$ cat src/rtl/br_pkg.sv
// Shared encodings for branch resolution: function codes, FSM states, and the
// legal-code helper.
package br_pkg;

  localparam logic [2:0] BR_BEQ  = 3'b000;
  localparam logic [2:0] BR_BNE  = 3'b001;
  localparam logic [2:0] BR_BLT  = 3'b010;
  localparam logic [2:0] BR_BGE  = 3'b011;
  localparam logic [2:0] BR_BLTU = 3'b100;
  localparam logic [2:0] BR_BGEU = 3'b101;

  localparam logic [1:0] ST_IDLE  = 2'd0;
  localparam logic [1:0] ST_EXEC  = 2'd1;
  localparam logic [1:0] ST_REDIR = 2'd2;

  // Codes 110 and 111 are reserved; everything up to bgeu is a real branch.
  function automatic logic is_legal_func(input logic [2:0] func);
    return (func <= BR_BGEU);
  endfunction

endpackage

$ cat src/rtl/br_alu.sv
// Combinational branch comparator. Result is x for reserved function codes;
// the caller must mask it.
module br_alu
  import br_pkg::*;
#(
  parameter int unsigned XLEN = 32
) (
  input  logic [2:0]      func,
  input  logic [XLEN-1:0] a,
  input  logic [XLEN-1:0] b,
  output logic            taken
);

  always_comb begin
    taken = 1'bx;
    case (func)
      BR_BEQ:  taken = (a == b);
      BR_BNE:  taken = (a != b);
      BR_BLT:  taken = ($signed(a) <  $signed(b));
      BR_BGE:  taken = ($signed(a) >= $signed(b));
      BR_BLTU: taken = (a <  b);
      BR_BGEU: taken = (a >= b);
      default: taken = 1'bx;
    endcase
  end

endmodule

$ cat src/rtl/br_resolve_ctrl.sv
// Execute-stage branch resolution: capture, compare, check prediction, redirect
// and flush. Define BR_RESOLVE_STATS_EN to add branch/mispredict counters.
module br_resolve_ctrl
  import br_pkg::*;
#(
  parameter int unsigned FLUSH_CYCLES = 2,
  parameter int unsigned XLEN         = 32
) (
  input  logic            clk,
  input  logic            rst,
  // Handshake: a request transfers on any rising edge where req_valid and
  // req_ready are both high and kill is low; the payload must be stable then.
  input  logic            req_valid,
  output logic            req_ready,
  input  logic [XLEN-1:0] req_pc,
  input  logic [XLEN-1:0] req_rs1,
  input  logic [XLEN-1:0] req_rs2,
  input  logic [XLEN-1:0] req_imm,
  input  logic [2:0]      req_func,
  input  logic            req_pred_taken,
  input  logic            kill,
  output logic            resp_valid,
  output logic            resp_taken,
  output logic [XLEN-1:0] resp_target,
  output logic            resp_mispredict,
  output logic            resp_illegal,
  output logic            redirect_valid,
  output logic [XLEN-1:0] redirect_pc,
  output logic            flush,
  output logic [1:0]      dbg_state
`ifdef BR_RESOLVE_STATS_EN
  ,
  output logic [31:0]     stat_branches,
  output logic [31:0]     stat_mispredicts
`endif
);

  localparam logic [3:0] FLUSH_INIT = 4'(FLUSH_CYCLES - 1);

  logic [1:0]      state;
  logic [XLEN-1:0] pc_q, rs1_q, rs2_q, imm_q;
  logic [2:0]      func_q;
  logic            pred_q;
  logic [3:0]      cnt_q;

  logic            alu_taken, legal, taken_eff, mis;
  logic [XLEN-1:0] target, pc_plus4;

  br_alu #(.XLEN(XLEN)) u_alu (
    .func  (func_q),
    .a     (rs1_q),
    .b     (rs2_q),
    .taken (alu_taken)
  );

  // Reserved codes never take, never mispredict.
  assign legal     = is_legal_func(func_q);
  assign taken_eff = legal & alu_taken;
  assign mis       = legal & (taken_eff ^ pred_q);
  assign target    = pc_q + imm_q;
  assign pc_plus4  = pc_q + XLEN'(4);

  assign req_ready = (state == ST_IDLE);
  assign dbg_state = state;

  always_ff @(posedge clk or posedge rst) begin
    if (rst) begin
      state           <= ST_IDLE;
      pc_q            <= '0;
      rs1_q           <= '0;
      rs2_q           <= '0;
      imm_q           <= '0;
      func_q          <= '0;
      pred_q          <= 1'b0;
      cnt_q           <= '0;
      resp_valid      <= 1'b0;
      resp_taken      <= 1'b0;
      resp_target     <= '0;
      resp_mispredict <= 1'b0;
      resp_illegal    <= 1'b0;
      redirect_valid  <= 1'b0;
      redirect_pc     <= '0;
      flush           <= 1'b0;
    end else begin
      resp_valid     <= 1'b0;
      redirect_valid <= 1'b0;
      case (state)
        ST_IDLE: begin
          if (req_valid && !kill) begin
            pc_q   <= req_pc;
            rs1_q  <= req_rs1;
            rs2_q  <= req_rs2;
            imm_q  <= req_imm;
            func_q <= req_func;
            pred_q <= req_pred_taken;
            state  <= ST_EXEC;
          end
        end
        ST_EXEC: begin
          if (kill) begin
            state <= ST_IDLE;
          end else begin
            resp_valid      <= 1'b1;
            resp_taken      <= taken_eff;
            resp_target     <= target;
            resp_mispredict <= mis;
            resp_illegal    <= !legal;
            if (mis) begin
              state          <= ST_REDIR;
              redirect_valid <= 1'b1;
              redirect_pc    <= taken_eff ? target : pc_plus4;
              flush          <= 1'b1;
              cnt_q          <= FLUSH_INIT;
            end else begin
              state <= ST_IDLE;
            end
          end
        end
        ST_REDIR: begin
          if (kill || cnt_q == 4'd0) begin
            state <= ST_IDLE;
            flush <= 1'b0;
          end else begin
            cnt_q <= cnt_q - 4'd1;
          end
        end
        default: begin
          state <= ST_IDLE;
          flush <= 1'b0;
        end
      endcase
    end
  end

`ifdef BR_RESOLVE_STATS_EN
  logic count_en;
  assign count_en = (state == ST_EXEC) && !kill && legal;

  always_ff @(posedge clk or posedge rst) begin
    if (rst) begin
      stat_branches    <= '0;
      stat_mispredicts <= '0;
    end else if (count_en) begin
      if (stat_branches != 32'hFFFF_FFFF)
        stat_branches <= stat_branches + 32'd1;
      if (mis && stat_mispredicts != 32'hFFFF_FFFF)
        stat_mispredicts <= stat_mispredicts + 32'd1;
    end
  end
`endif

endmodule

$ cat config.mk
export PLATFORM = sky130hd
export DESIGN_NAME = br_resolve_ctrl
export DESIGN_NICKNAME = d
export VERILOG_FILES = /design/src/rtl/br_pkg.sv /design/src/rtl/br_alu.sv /design/src/rtl/br_resolve_ctrl.sv
export SDC_FILE = /design/constraint.sdc
export NUM_CORES = 1
export LEC_CHECK = 0
export CAP_MARGIN = 20
export CORE_ASPECT_RATIO = 1.2
export CORE_MARGIN = 3
export CORE_UTILIZATION = 35
export DETAILED_ROUTE_END_ITERATION = 8
export GPL_TIMING_DRIVEN = 1
export HOLD_SLACK_MARGIN = 0.08
export PLACE_DENSITY = 0.64
export REMOVE_ABC_BUFFERS = 1
export SLEW_MARGIN = 20
export SYNTH_ARGS = -nofsm -noshare
export SYNTH_HDL_FRONTEND = slang
export SYNTH_HIERARCHICAL = 1
export SYNTH_SLANG_ARGS = --single-unit
$ cat constraint.sdc
create_clock -name clk -period 21.2 [get_ports clk]
set_input_delay 4.24 -clock clk [delete_from_list [all_inputs] [get_ports clk]]
set_output_delay 4.24 -clock clk [all_outputs]
set_load 0.03 [all_outputs]
After elaboration in Yosys (flattened, before gate mapping) --
Cells that the tools add are included.
Storage, ports and cells: RAM bits 0, flip-flop bits (word level) 208, memories kept 0, memory bits (read-only) 0, logic and storage cells 77, latch bits 0, output and inout port bits 73, input port bits 136
Cells by class: order comparisons 5, $add $sub $neg 3, multiply operators 0, multiplexer cells 20, reduce and logical (&&, ||, !) cells 14, eq/ne operators 14, divide/modulo/power cells 0, shift operators 0, bitwise gates (word level) 5
Operator list (number):
- 32-bit >= comparator | 2
- 32-bit less-than comparator | 2
- 32-bit by 3-bit adder with 32-bit output, second input constant | 1
- 32-bit adder | 1
- 32-bit equality test | 1
- 32-bit 2-to-1 mux | 1
- 32-bit != test | 1
- 4-bit 2-to-1 mux | 3
- 1-bit 2-to-1 mux | 8
- 2-bit 2-to-1 mux | 4
- 2-bit != test, second input constant | 4
- 4-bit case mux with 2 select lines | 1
- 4-bit AND reduction | 2
- 3-bit by 2-bit equality test with 1-bit output, second input constant | 2
- 3-bit equality test, second input constant | 2
- 1-bit case mux with 6 select lines | 1
- 2-bit case mux with 3 select lines | 1
- 2-bit AND reduction | 3
- 4-bit zero test | 1
- 4-bit by 1-bit subtractor with 4-bit output, second input constant | 1
- 3-bit by 1-bit equality test with 1-bit output, second input constant | 1
- 3-bit <= comparator, second input constant | 1
- 3-bit zero test | 1
- 1-bit case mux with 3 select lines | 1
- 12 further kinds | 15

Logic depth before layout (Yosys ltp) --
depth after elaboration 8, gate-level depth with buffers 17, gate-level depth less buffers 16

Modules after synthesis --
The synthesis kept the hierarchy.
Modules (own cells, without submodules):
- br_resolve_ctrl | seq. area each 5205.0 sq um, cells each 892, instances 1, area an instance 10092.2 sq um
- br_alu | seq. area each 0.0 sq um, cells each 128, instances 1, area an instance 963.4 sq um

Least setup slack after synthesis --
No wires, ideal clock.
path type input -> register, start point input port kill, end point register imm_q[19], path slack 15.461 ns, data required time 21.075 ns, setup time 0.125 ns, cell stages on the path 5, buffers on the path 3, arrival time 5.614 ns, cells stage by stage nor4b_1 -> clkbuf_1 -> clkbuf_1 -> buf_2 -> mux2_2
On the way: cells in the longest elaborated chain, start to end 3
Ends and longest elaborated chain:
- start, declared | RTL line br_resolve_ctrl.sv:21 | input logic kill,
- 1-bit zero test | RTL line br_resolve_ctrl.sv:89 | if (req_valid && !kill) begin
- 1-bit logical AND | RTL line br_resolve_ctrl.sv:89
- 2-bit AND reduction (no line)
- end signal, assigned | RTL line br_resolve_ctrl.sv:93 | imm_q <= req_imm;
- end, declared | RTL line br_resolve_ctrl.sv:41 | logic [XLEN-1:0] pc_q, rs1_q, rs2_q, imm_q;
No other way between the ends. A chain may end at the register's enable or synchronous reset.

Worst setup path after layout --
start point input port kill, end point register imm_q[25]
Same word-level chain as after synthesis.

==> impl_results.md <==
* DR pass1 iterations at 4
* Area Overhead vs Synth at 29.81%
* Post-synth top area share at 0.4708
* Sink Count at ~210
* Routed len/inst at roughly 17 um
* Clk_skew at slightly above 10 ps
* FF+latch count, synth at 208
* Synthesized area per cell at roughly 11 um2
* Number of global-route vias before repair at between 8000 and 9000
* Ys async rst share at 1.000
* Final ANT Viol Nets at 0
* Type of origin of the critical path: input port
* Clock root buffer: clkbuf_16
* Register-to-Register Path Depth at 16
* CTS Hold Bufs at 0
* TNS Setup at 0 ps
* Final Power at a little over 2 mW
* WP data arrival at between 6000 and 7000 ps
* Post-CTS Resized at 0
* Largest net degree at the start of global routing at roughly 140
* HPWL after DPL at just over 20000 um
* Slew margin rel. at 0.3519
* Power density over the cells at around 140 nW/um2
* Row count at 70
* Hold Crit Depth at 2
* Synthesis Warnings at 6
* Initial DRC count at 427
* Io pins at 209
* Synth cell types at 72
* Worst setup path class: input port to flip-flop
* Gr ovfl total at 0
* R2R Setup Slk at ~16000 ps
* Clock tree buffer depth at 3
* Number of nets in the layout at approximately 1400
* Post-synth top area cell: dfrtp_1
* Hold slack at between 400 and 500 ps
* Die height at ~200 um
* Initial core utilization at 0.3586
* Buffers on Ports at 208
* Synth top area cells: dfrtp_1 47%, mux2_2 14%, ha_1 7.4%
* Layout Utilization at 0.4655
* Setup bufs post-CTS at 0
* Period utilization at 0.3094
* Fmax at 152.5 MHz
* Final Max Slew Viols at 0
* Slew @ Worst Pin at 972.1 ps
* CTS tree: done
* Nature of the critical path endpoint: flip-flop
* CP required at 21590 ps
* Top cells by count, synth: 208 x dfrtp_1, 134 x mux2_2, 110 x nand2_1
* Post-Synthesis Cells at 1020
* Unrepaired setup endpoints after global routing: false
* Met2 wire len at between 10000 and 15000 um
* Routability congestion estimate at 0.8573
* Core area at between 30000 and 40000 um2
* Critical path fanouts, max at between 60 and 70
* Die area at roughly 34000 um2
* Synthesized area at around 11000 um2
* # DRC at 0
* Clock slew at reported path FFs at 60 ps
* Final min period at between 6000 and 7000 ps
* Outcome: complete, no violations
* Static leakage at around 6.2 nW
* Routed Wire Length at about 28000 um
* CTS H-tree depth at 1
* Dominant synthesized flop cell: dfrtp_1
* Vias per cell at slightly above 5
* WL met1 at 11440 um
* Cts bufs inserted at 24
* Met3 WL at about 2200 um
* Dpl ws at 14100 ps
* Clk_lat worst skew at 510 ps
* DR top layer: met5
* Seq/Total Area, Yosys at 0.4708
* Peak supply drop at just over 0.1 mV
* Share of layout cells above drive strength 1 at 0.1680
* # setup viols final at 0
* Worst Slack Setup Final at 14640 ps
* Count leader, synth: dfrtp_1
* MaxCap Viol Count at 0
* Post-synth EDFFs at 0
* Worst hold path class: flip-flop to flip-flop
* Initial antenna violation count at 10
* Die X at around 170 um
* Total number of vias at 8251
* First-pass GRT wire length at roughly 44000 um
* Fin. Hold Viols at 0
* GRT Overall Usage at 0.1597
cells by family after synthesis:
logic type,after synthesis,synth area share
flops,208,0.4708
buf+inv,87,0.03078
mux,138,0.1402
simple gates,248,0.1091
compound gates,215,0.1278
fa+ha+maj,66,0.07537
xor+xnor,58,0.04595
layer usage:
metal	up-vias	track usage
met4	18	0.03888
met3	56	0.04964
met2	207	0.2744
li1	4041	-
met5	-	0
met1	3929	0.1959
stage by stage:
step / instances / area (um2)
final: 1636 / 14350
after floorplan: 980 / 10890
after global routing: 1634 / 14350
after global placement: 1591 / 13540
after CTS: 1634 / 14350
after detailed placement: 1591 / 13540
placed cells by master (no fill, tap or decap), types with 6 or more instances in the layout:
cell	netlist	routed
ha_1	65	65
nor2_1	39	39
a211oi_1	6	6
nand3_1	21	21
mux2_2	134	134
a22oi_1	6	6
buf_4	1	7
o21ai_0	58	58
clkdlybuf4s50_1	0	208
dfrtp_1	208	208
o21ai_1	7	7
nand4_1	17	17
xnor2_1	25	25
nand2_1	110	109
clkbuf_16	0	25
inv_1	47	46
a31oi_1	6	6
nor3_1	11	11
xor2_1	33	33
a21o_1	15	15
and3_1	14	14
a21oi_1	67	67
sequential cells by signal, indices dropped and copies added (netlist names), 2 cells and up:
register	cells
cnt_q	4
dbg_state	2
func_q	3
imm_q	32
pc_q	32
redirect_pc	32
resp_target	32
rs1_q	32
rs2_q	32
final timing paths:
| path | startpoint | end |
|---|---|---|
| max | kill | imm_q[25]$_DFFE_PP0P_ |
| min | redirect_pc[26]$_DFFE_PP0P_ | redirect_pc[26]$_DFFE_PP0P_ |
| max reg2reg | rs1_q[14]$_DFFE_PP0P_ | redirect_pc[26]$_DFFE_PP0P_ |
| min reg2reg | redirect_pc[26]$_DFFE_PP0P_ | redirect_pc[26]$_DFFE_PP0P_ |
| max in group asynchronous | rst | resp_target[25]$_DFFE_PP0P_ |
| min in group asynchronous | rst | rs1_q[20]$_DFFE_PP0P_ |
final cells by class:
| cell class | instances | area [um2] |
|---|---|---|
| Timing Repair Buffer | 215 | 2135 |
| Multi-Input combinational cell | 725 | 5519 |
| Antenna cell | 2 | 5.005 |
| Fill cell | 2907 | 16480 |
| Sequential cell | 208 | 5205 |
| Inverter | 47 | 183.9 |
| Clock buffer | 34 | 699.4 |
| Clock inverter | 9 | 108.9 |
| Tap cell | 396 | 495.5 |
power by group:
group / switching (mW) / internal [mW] / leakage (nW)
Sequential: 0.112 / 0.535 / 2.50
Clock: 0.164 / 0.254 / 0.384
Combinational: 0.544 / 0.425 / 3.34
critical path: stages:
cell,delay [ps]
clkdlybuf4s50_1,470
nor4b_2,230
buf_4,680
buf_4,800
mux2_2,410
(Power assumes the default switching activity.)
